### src/rtl/seq_alu.sv
// Multi-cycle WIDTH-bit ALU: single-step arithmetic/logic, iterative shift/rotate,
// registered result and flags, start/busy/done handshake.
module seq_alu #(
    parameter int WIDTH = 8,
    parameter int SHW   = $clog2(WIDTH)
) (
    input  logic             clk,
    input  logic             rst_n,
    input  logic             start,
    input  logic [WIDTH-1:0] a,
    input  logic [WIDTH-1:0] b,
    input  logic             carry_in,
    input  logic             is_shift,
    input  logic [1:0]       scode,
    input  logic [2:0]       acode,
    output logic [WIDTH-1:0] r,
    output logic             zero,
    output logic             carry_out,
    output logic             busy,
    output logic             done
);
    typedef enum logic [1:0] {IDLE, SHIFT, FIN} state_t;

    state_t           state_q, state_d;
    logic [WIDTH-1:0] a_q, a_d, b_q, b_d, w_q, w_d, r_q, r_d;
    logic             cin_q, cin_d, is_shift_q, is_shift_d, cw_q, cw_d;
    logic [1:0]       scode_q, scode_d;
    logic [2:0]       acode_q, acode_d;
    logic [SHW-1:0]   cnt_q, cnt_d;
    logic             zero_q, zero_d, carry_q, carry_d, done_q, done_d;
    logic [WIDTH:0]   alu_res;

    always_comb begin
        alu_res = '0;
        case (acode_q)
            3'b000: alu_res = {1'b0, a_q} + {1'b0, b_q};
            3'b001: alu_res = {1'b0, a_q} + {1'b0, b_q} + (WIDTH+1)'(cin_q);
            3'b010: alu_res = {1'b0, a_q} + {1'b0, ~b_q} + (WIDTH+1)'(1);
            3'b011: alu_res = {1'b0, a_q} + {1'b0, ~b_q} + (WIDTH+1)'(cin_q);
            3'b100: alu_res = {1'b0, a_q & b_q};
            3'b101: alu_res = {1'b0, a_q | b_q};
            3'b110: alu_res = {1'b0, a_q ^ b_q};
            default: alu_res = {1'b0, a_q & ~b_q};
        endcase
    end

    always_comb begin
        state_d    = state_q;
        a_d        = a_q;
        b_d        = b_q;
        cin_d      = cin_q;
        is_shift_d = is_shift_q;
        scode_d    = scode_q;
        acode_d    = acode_q;
        w_d        = w_q;
        cw_d       = cw_q;
        cnt_d      = cnt_q;
        r_d        = r_q;
        zero_d     = zero_q;
        carry_d    = carry_q;
        done_d     = 1'b0;
        case (state_q)
            IDLE: begin
                if (start) begin
                    a_d        = a;
                    b_d        = b;
                    cin_d      = carry_in;
                    is_shift_d = is_shift;
                    scode_d    = scode;
                    acode_d    = acode;
                    w_d        = a;
                    // Seeding with the current flag makes a zero-length shift keep carry_out.
                    cw_d       = carry_q;
                    cnt_d      = b[SHW-1:0];
                    state_d    = (is_shift && b[SHW-1:0] != '0) ? SHIFT : FIN;
                end
            end
            SHIFT: begin
                case (scode_q)
                    2'b00: begin cw_d = w_q[WIDTH-1]; w_d = {w_q[WIDTH-2:0], 1'b0}; end
                    2'b01: begin cw_d = w_q[0];       w_d = {w_q[WIDTH-1], w_q[WIDTH-1:1]}; end
                    2'b10: begin cw_d = w_q[WIDTH-1]; w_d = {w_q[WIDTH-2:0], w_q[WIDTH-1]}; end
                    default: begin cw_d = w_q[0];     w_d = {w_q[0], w_q[WIDTH-1:1]}; end
                endcase
                cnt_d = cnt_q - SHW'(1);
                if (cnt_q == SHW'(1)) state_d = FIN;
            end
            FIN: begin
                if (is_shift_q) begin
                    r_d     = w_q;
                    carry_d = cw_q;
                end else begin
                    r_d     = alu_res[WIDTH-1:0];
                    carry_d = alu_res[WIDTH];
                end
                zero_d  = (r_d == '0);
                done_d  = 1'b1;
                state_d = IDLE;
            end
            default: state_d = IDLE;
        endcase
    end

    always_ff @(posedge clk or negedge rst_n) begin
        if (!rst_n) begin
            state_q    <= IDLE;
            a_q        <= '0;
            b_q        <= '0;
            cin_q      <= 1'b0;
            is_shift_q <= 1'b0;
            scode_q    <= '0;
            acode_q    <= '0;
            w_q        <= '0;
            cw_q       <= 1'b0;
            cnt_q      <= '0;
            r_q        <= '0;
            zero_q     <= 1'b0;
            carry_q    <= 1'b0;
            done_q     <= 1'b0;
        end else begin
            state_q    <= state_d;
            a_q        <= a_d;
            b_q        <= b_d;
            cin_q      <= cin_d;
            is_shift_q <= is_shift_d;
            scode_q    <= scode_d;
            acode_q    <= acode_d;
            w_q        <= w_d;
            cw_q       <= cw_d;
            cnt_q      <= cnt_d;
            r_q        <= r_d;
            zero_q     <= zero_d;
            carry_q    <= carry_d;
            done_q     <= done_d;
        end
    end

    assign r         = r_q;
    assign zero      = zero_q;
    assign carry_out = carry_q;
    assign done      = done_q;
    assign busy      = (state_q != IDLE);
endmodule

### config.mk
export PLATFORM = sky130hd
export DESIGN_NAME = seq_alu
export DESIGN_NICKNAME = d
export VERILOG_FILES = /design/src/rtl/seq_alu.sv
export SDC_FILE = /design/constraint.sdc
export NUM_CORES = 1
export LEC_CHECK = 0
export ABC_CLOCK_PERIOD_IN_PS = 3600
export BUFFER_PORTS_ARGS = -buffer_cell sky130_fd_sc_hd__buf_2
export CAP_MARGIN = 20
export CORE_MARGIN = 2
export CORE_UTILIZATION = 40
export DETAILED_ROUTE_END_ITERATION = 10
export PLACE_DENSITY = 0.58
export SYNTH_ARGS = -nofsm -noshare
export SYNTH_HDL_FRONTEND = slang
export SYNTH_SLANG_ARGS = --single-unit
### constraint.sdc
create_clock -name clk -period 3.6 [get_ports clk]
set_input_delay 0.72 -clock clk [delete_from_list [all_inputs] [get_ports clk]]
set_output_delay 0.72 -clock clk [all_outputs]
set_load 0.01 [all_outputs]
Yosys cells after proc, flatten, opt, wreduce, memory -nomap -nowiden
Index checks and enable logic that the tools add are counted.

operators by class
  multiplexer cells = 17
  $add $sub $neg = 6
  equality and inequality tests = 14
  reductions and logical operators = 13
  bitwise gates (word level) = 5

operator list
  operator                                             number
  one-hot mux 9 bit (7 select lines)                   1
  two-way mux 8 bit                                    3
  one-hot mux 8 bit (3 select lines)                   1
  adder 8 x 8 -> 9 bit                                 2
  adder 9 x 1 -> 9 bit                                 2
  bitwise AND 8 bit                                    2
  one-hot mux 8 bit (2 select lines)                   1
  adder 9 x 1 -> 9 bit, second input constant          1
  equality test 3 bit, second input constant           3
  zero test 8 bit                                      1
  inverter 8 bit                                       1
  OR 8 bit                                             1
  bitwise XOR 8 bit                                    1
  equality test 3 x 1 -> 1 bit, second input constant  2
  equality test 3 x 2 -> 1 bit, second input constant  2
  two-way mux 2 bit                                    3
  inequality test 2 bit, second input constant         3
  one-hot mux 3 bit (2 select lines)                   1
  AND reduction 2 bit                                  3
  equality test 2 x 1 -> 1 bit, second input constant  2
  equality test 2 bit, second input constant           2
  zero test 2 bit                                      2
  two-way mux 1 bit                                    4
  one-hot mux 2 bit (2 select lines)                   1
  9 further kinds                                      10

word-level totals
  word-level logic and storage cells = 70
  register bits after elaboration = 48
  output and inout bits = 12
  input port bits = 26

Logic depth before layout (Yosys ltp)
  depth in word-level cells = 7
  gate-level depth with buffers = 15
  depth with buffers taken out = 15

Worst setup path after synthesis
No wires, ideal clock.

  kind = reg-to-reg
  from = reg b_q[0]
  to = reg zero_q, in the netlist zero
  stages on the path, launching flop included = 14
  arrival = 2.934 ns
  library setup time = 0.068 ns
  data required time = 3.532 ns
  buffers on the path = 0
  path slack = 0.598 ns
  path through = dfrtp_1 -> inv_1 -> ha_1 -> inv_1 -> fa_1 -> or2_4 -> a211o_1 -> a211oi_2 -> nand4_1 -> nor2_1 -> xor2_1 -> o21ai_0 -> o32ai_1 -> a32o_1

on the way
  cells in the longest elaborated chain, start to end = 7
  elaborated cells on any way between the ends = 14
  those cells by class = add/sub (5); mux (3); bitwise (5); reduce/logical (1)

RTL lines
  what                                            RTL line    RTL
  start, declared                                 25          logic [WIDTH-1:0] a_q, a_d, b_q, b_d, w_q, w_d, r_q, r_d;
  start signal, assigned                          108         b_q <= '0;
  start signal, assigned                          123         b_q <= b_d;
  inverter 8 bit                                  38, 39, 43
  adder 8 x 8 -> 9 bit                            38, 39
  adder 9 x 1 -> 9 bit, on equally long branches  39, 38
  one-hot mux 9 bit (7 select lines) (*)          35          case (acode_q)
  two-way mux 8 bit (*)                           89          if (is_shift_q) begin
  two-way mux 8 bit (*)                           62          case (state_q)
  zero test 8 bit (*)                             96          zero_d = (r_d == '0);
  end signal, assigned                            132         zero_q <= zero_d;
  end, declared                                   30          logic zero_q, zero_d, carry_q, carry_d, done_q, done_d;

Mark *: on every way between the ends. The rest lies on a longest branch, timed or not. The select of a mux whose other input is x is not followed.
A chain may end at the register's enable or synchronous reset.

Worst setup path in the final report
Same ends and word-level chain as after synthesis.

==> impl_results.md <==
- Status: complete, no violations
- H-tree depth: 2
- CP Data Required Time: 3.85 ns
- Most Used Layer, Global Route: met2
- Syn nets: 531
- Least-Margin Pin Slew: 0.778 ns
- Cell taking the most area after synthesis: dfrtp_1
- Met2 Use GR: 33.9%
- Top Family by Delay on Critical Path: compound AO/OA/AOI/OAI gates
- CP endpoint kind: flip-flop
- Core area: 0.00964 mm²
- Worst Hold Class: in -> async
- Setup Skew: 0.0145 ns
- Clk buf depth: 2
- Row count: 36
- DRT Pass-1 Iters: 5
- Grt ovf: 0
- Critical path's slowest cell: fa_1
- RSZ-0062 raised after global routing: no
- Starting density of the core: 40.6%
- Tot GR Track Use: 22.0%
- Dpl hpwl: 8440 µm
- Final wirelength: 10900 µm
- Cell chain of the critical path: inv_1 > ha_1 > inv_1 > fa_1 > or2_4 > a211o_1 > a211oi_4 > nand4_1 > nor2_1 > xor2_1 > o21ai_0 > o32ai_1 > a32o_1
- Clock Pin Slew Worst Setup and Hold Paths: 0.10 ns
- Fmax: 297 MHz
- Setup_tns: 0 ns
- Layout net count: 559
- Die span in x: 103 µm
- Util after Layout: 45.1%
- Yosys reg bits: 48
- Initial antenna violation count: 0
- Endpoints failing hold: 0
- Layout area overhead: 11.0%
- Avg WL per Cell: 17.1 µm
- Post-synth top area share: 30.7%
- Placed instance area: 0.00422 mm²
- DR vias: 3489
- First-pass GRT wire length: 17700 µm
- Max_slew headroom: 48.1%
- DR DRC count: 0
- Critical Path Fanout Max: 4
- Post-synth cell types: 62
- IO Count: 38
- Post-synth EDFFs: 0
- Met1 usage: 30.9%
- Starting DRC count in detailed routing: 242
- Clock Latency Late Sink: 0.32 ns
- Mapped cell area: 0.00392 mm²
- Final Cycle Share: 93.5%
- Critical Path Source Type: flip-flop
- Mapped Cells: 474
- Yosys warning count: 0
- Synth top area cells: dfrtp_1, ha_1, o21ai_0, nand2_1, xnor2_1
- GP Congestion: 0.951
- Clk root buf: clkbuf_8
- Fin cells: 636
- Number of setup buffers added after CTS: 0
- Layout cells sized above 1: 13.9%
- Met3 GRT Util: 3.93%
- Number of global-route vias before repair: 3359
- Largest stage delay, worst path: 0.42 ns
- Die Ht: 103 µm
- Most used cell, CP: inv_1
- Final-report setup violation count: 0
- Post-synth ARST share: 100%
- CP Data Arrival Time: 3.62 ns
- Worst path bufs/invs: 2
- Post-DR vias/cell: 5.49
- # clock sinks: 48
- Max Cap Viol: 0
- Finished Cell Area: 0.00435 mm²
- CTS tree: built
- Total placed cells including tap cells: 628
- PortBufs: 37
- Post-synthesis sequential area ratio: 30.7%
- Min Tclk post-route: 3.37 ns
- Slew Limit Fails: 0
- Routed Antenna Nets: 0
- Die Area: 0.0106 mm²
- CTS Buf Count: 5
- Largest net degree at the start of global routing: 44
- Syn avg cell area: 8.26 µm²
- Critical path class: reg -> reg
- N_diodes: 0
- Post-synth top flop: dfrtp_1
[cell families after synthesis]
group / Yosys count / synth area share (%)
AOI/OAI and AO/OA: 133 / 22.6
xor gates and xnor gates: 25 / 5.97
adders and majority gates: 31 / 10.3
buffers and inverters: 59 / 6.07
DFF: 48 / 30.7
muxes: 18 / 5.11
and+or+nand+nor: 160 / 19.3
[cells in the mapped netlist, types with 9 or more instances]
cell	n
inv_1	34
nand2b_1	9
nor2_1	35
nand2_1	62
ha_1	29
a21oi_1	14
nor3_1	12
o211ai_1	11
xnor2_1	16
mux2i_1	11
nand3_1	9
o21ai_0	47
nor2b_1	10
dfrtp_1	48
clkbuf_1	17
[what timing repair did]
action	in CTS	in global routing
hold buffers	0	0
resized for setup	0	2
setup endpoints to repair	0	2
[area by class of cell]
cell class / instances / area, µm²
clock buffer: 5 / 68.8
sequential: 48 / 1200
tap: 133 / 166
clock inverter: 3 / 47.5
fill: 1013 / 5290
multi-input combinational: 367 / 2490
timing repair buffer: 45 / 245
inverter: 35 / 131
[sequential cells by signal (all words and copies together), names as in the netlist]
signal / cells
a_q: 8
acode_q: 3
b_q: 8
carry_out: 1
cin_q: 1
cnt_q: 3
cw_q: 1
done: 1
is_shift_q: 1
r: 8
scode_q: 2
state_q: 2
w_q: 8
zero: 1
[stage by stage]
stage,hold slack (ns),setup slack (ns)
floorplan,0.424,0.598
global placement,0.464,0.339
global route,0.524,0.0191
CTS,0.488,0.183
finish,0.475,0.233
detailed placement,0.474,0.221
[path summary, 6_finish.rpt]
path,startpoint,end,slack (ns),cells after the start
max in group asynchronous,rst_n,b_q[6]$_DFFE_PN0P_,2.41,2
min in group clk,r[6]$_DFFE_PN0P_,r[6]$_DFFE_PN0P_,0.49,2
worst min register to register,r[6]$_DFFE_PN0P_,r[6]$_DFFE_PN0P_,0.49,2
worst min-delay path,rst_n,cin_q$_DFFE_PN0P_,0.48,1
worst max register to register,b_q[0]$_DFFE_PN0P_,zero$_DFFE_PN0P_,0.23,13
worst max-delay path,b_q[0]$_DFFE_PN0P_,zero$_DFFE_PN0P_,0.23,13
[per-layer routing]
layer / routed length, µm / vias up
met5: 0 / -
met1: 5120 / 1633
met2: 4920 / 99
met3: 539 / 25
li1: - / 1732
met4: 303 / 0
[layout by cell type, fill, tap and decap left out, types with 7 or more instances in the layout]
| cell type | netlist | layout |
|---|---|---|
| ha_1 | 29 | 29 |
| inv_1 | 34 | 34 |
| nand3_1 | 9 | 9 |
| xnor2_1 | 16 | 16 |
| nand2_1 | 62 | 62 |
| dfrtp_1 | 48 | 48 |
| xor2_1 | 7 | 7 |
| nor3_1 | 12 | 12 |
| nor2_1 | 35 | 35 |
| o21ai_0 | 47 | 47 |
| nor2b_1 | 10 | 10 |
| buf_2 | 4 | 37 |
| a211oi_1 | 7 | 7 |
| mux2i_1 | 11 | 11 |
| a21oi_1 | 14 | 14 |
| buf_4 | 1 | 8 |
| a221oi_1 | 7 | 7 |
| o211ai_1 | 11 | 11 |
| nand2b_1 | 9 | 9 |
Power is not shown: default switching activity piles up to over one toggle a cycle in this logic, so the estimate is an artifact.
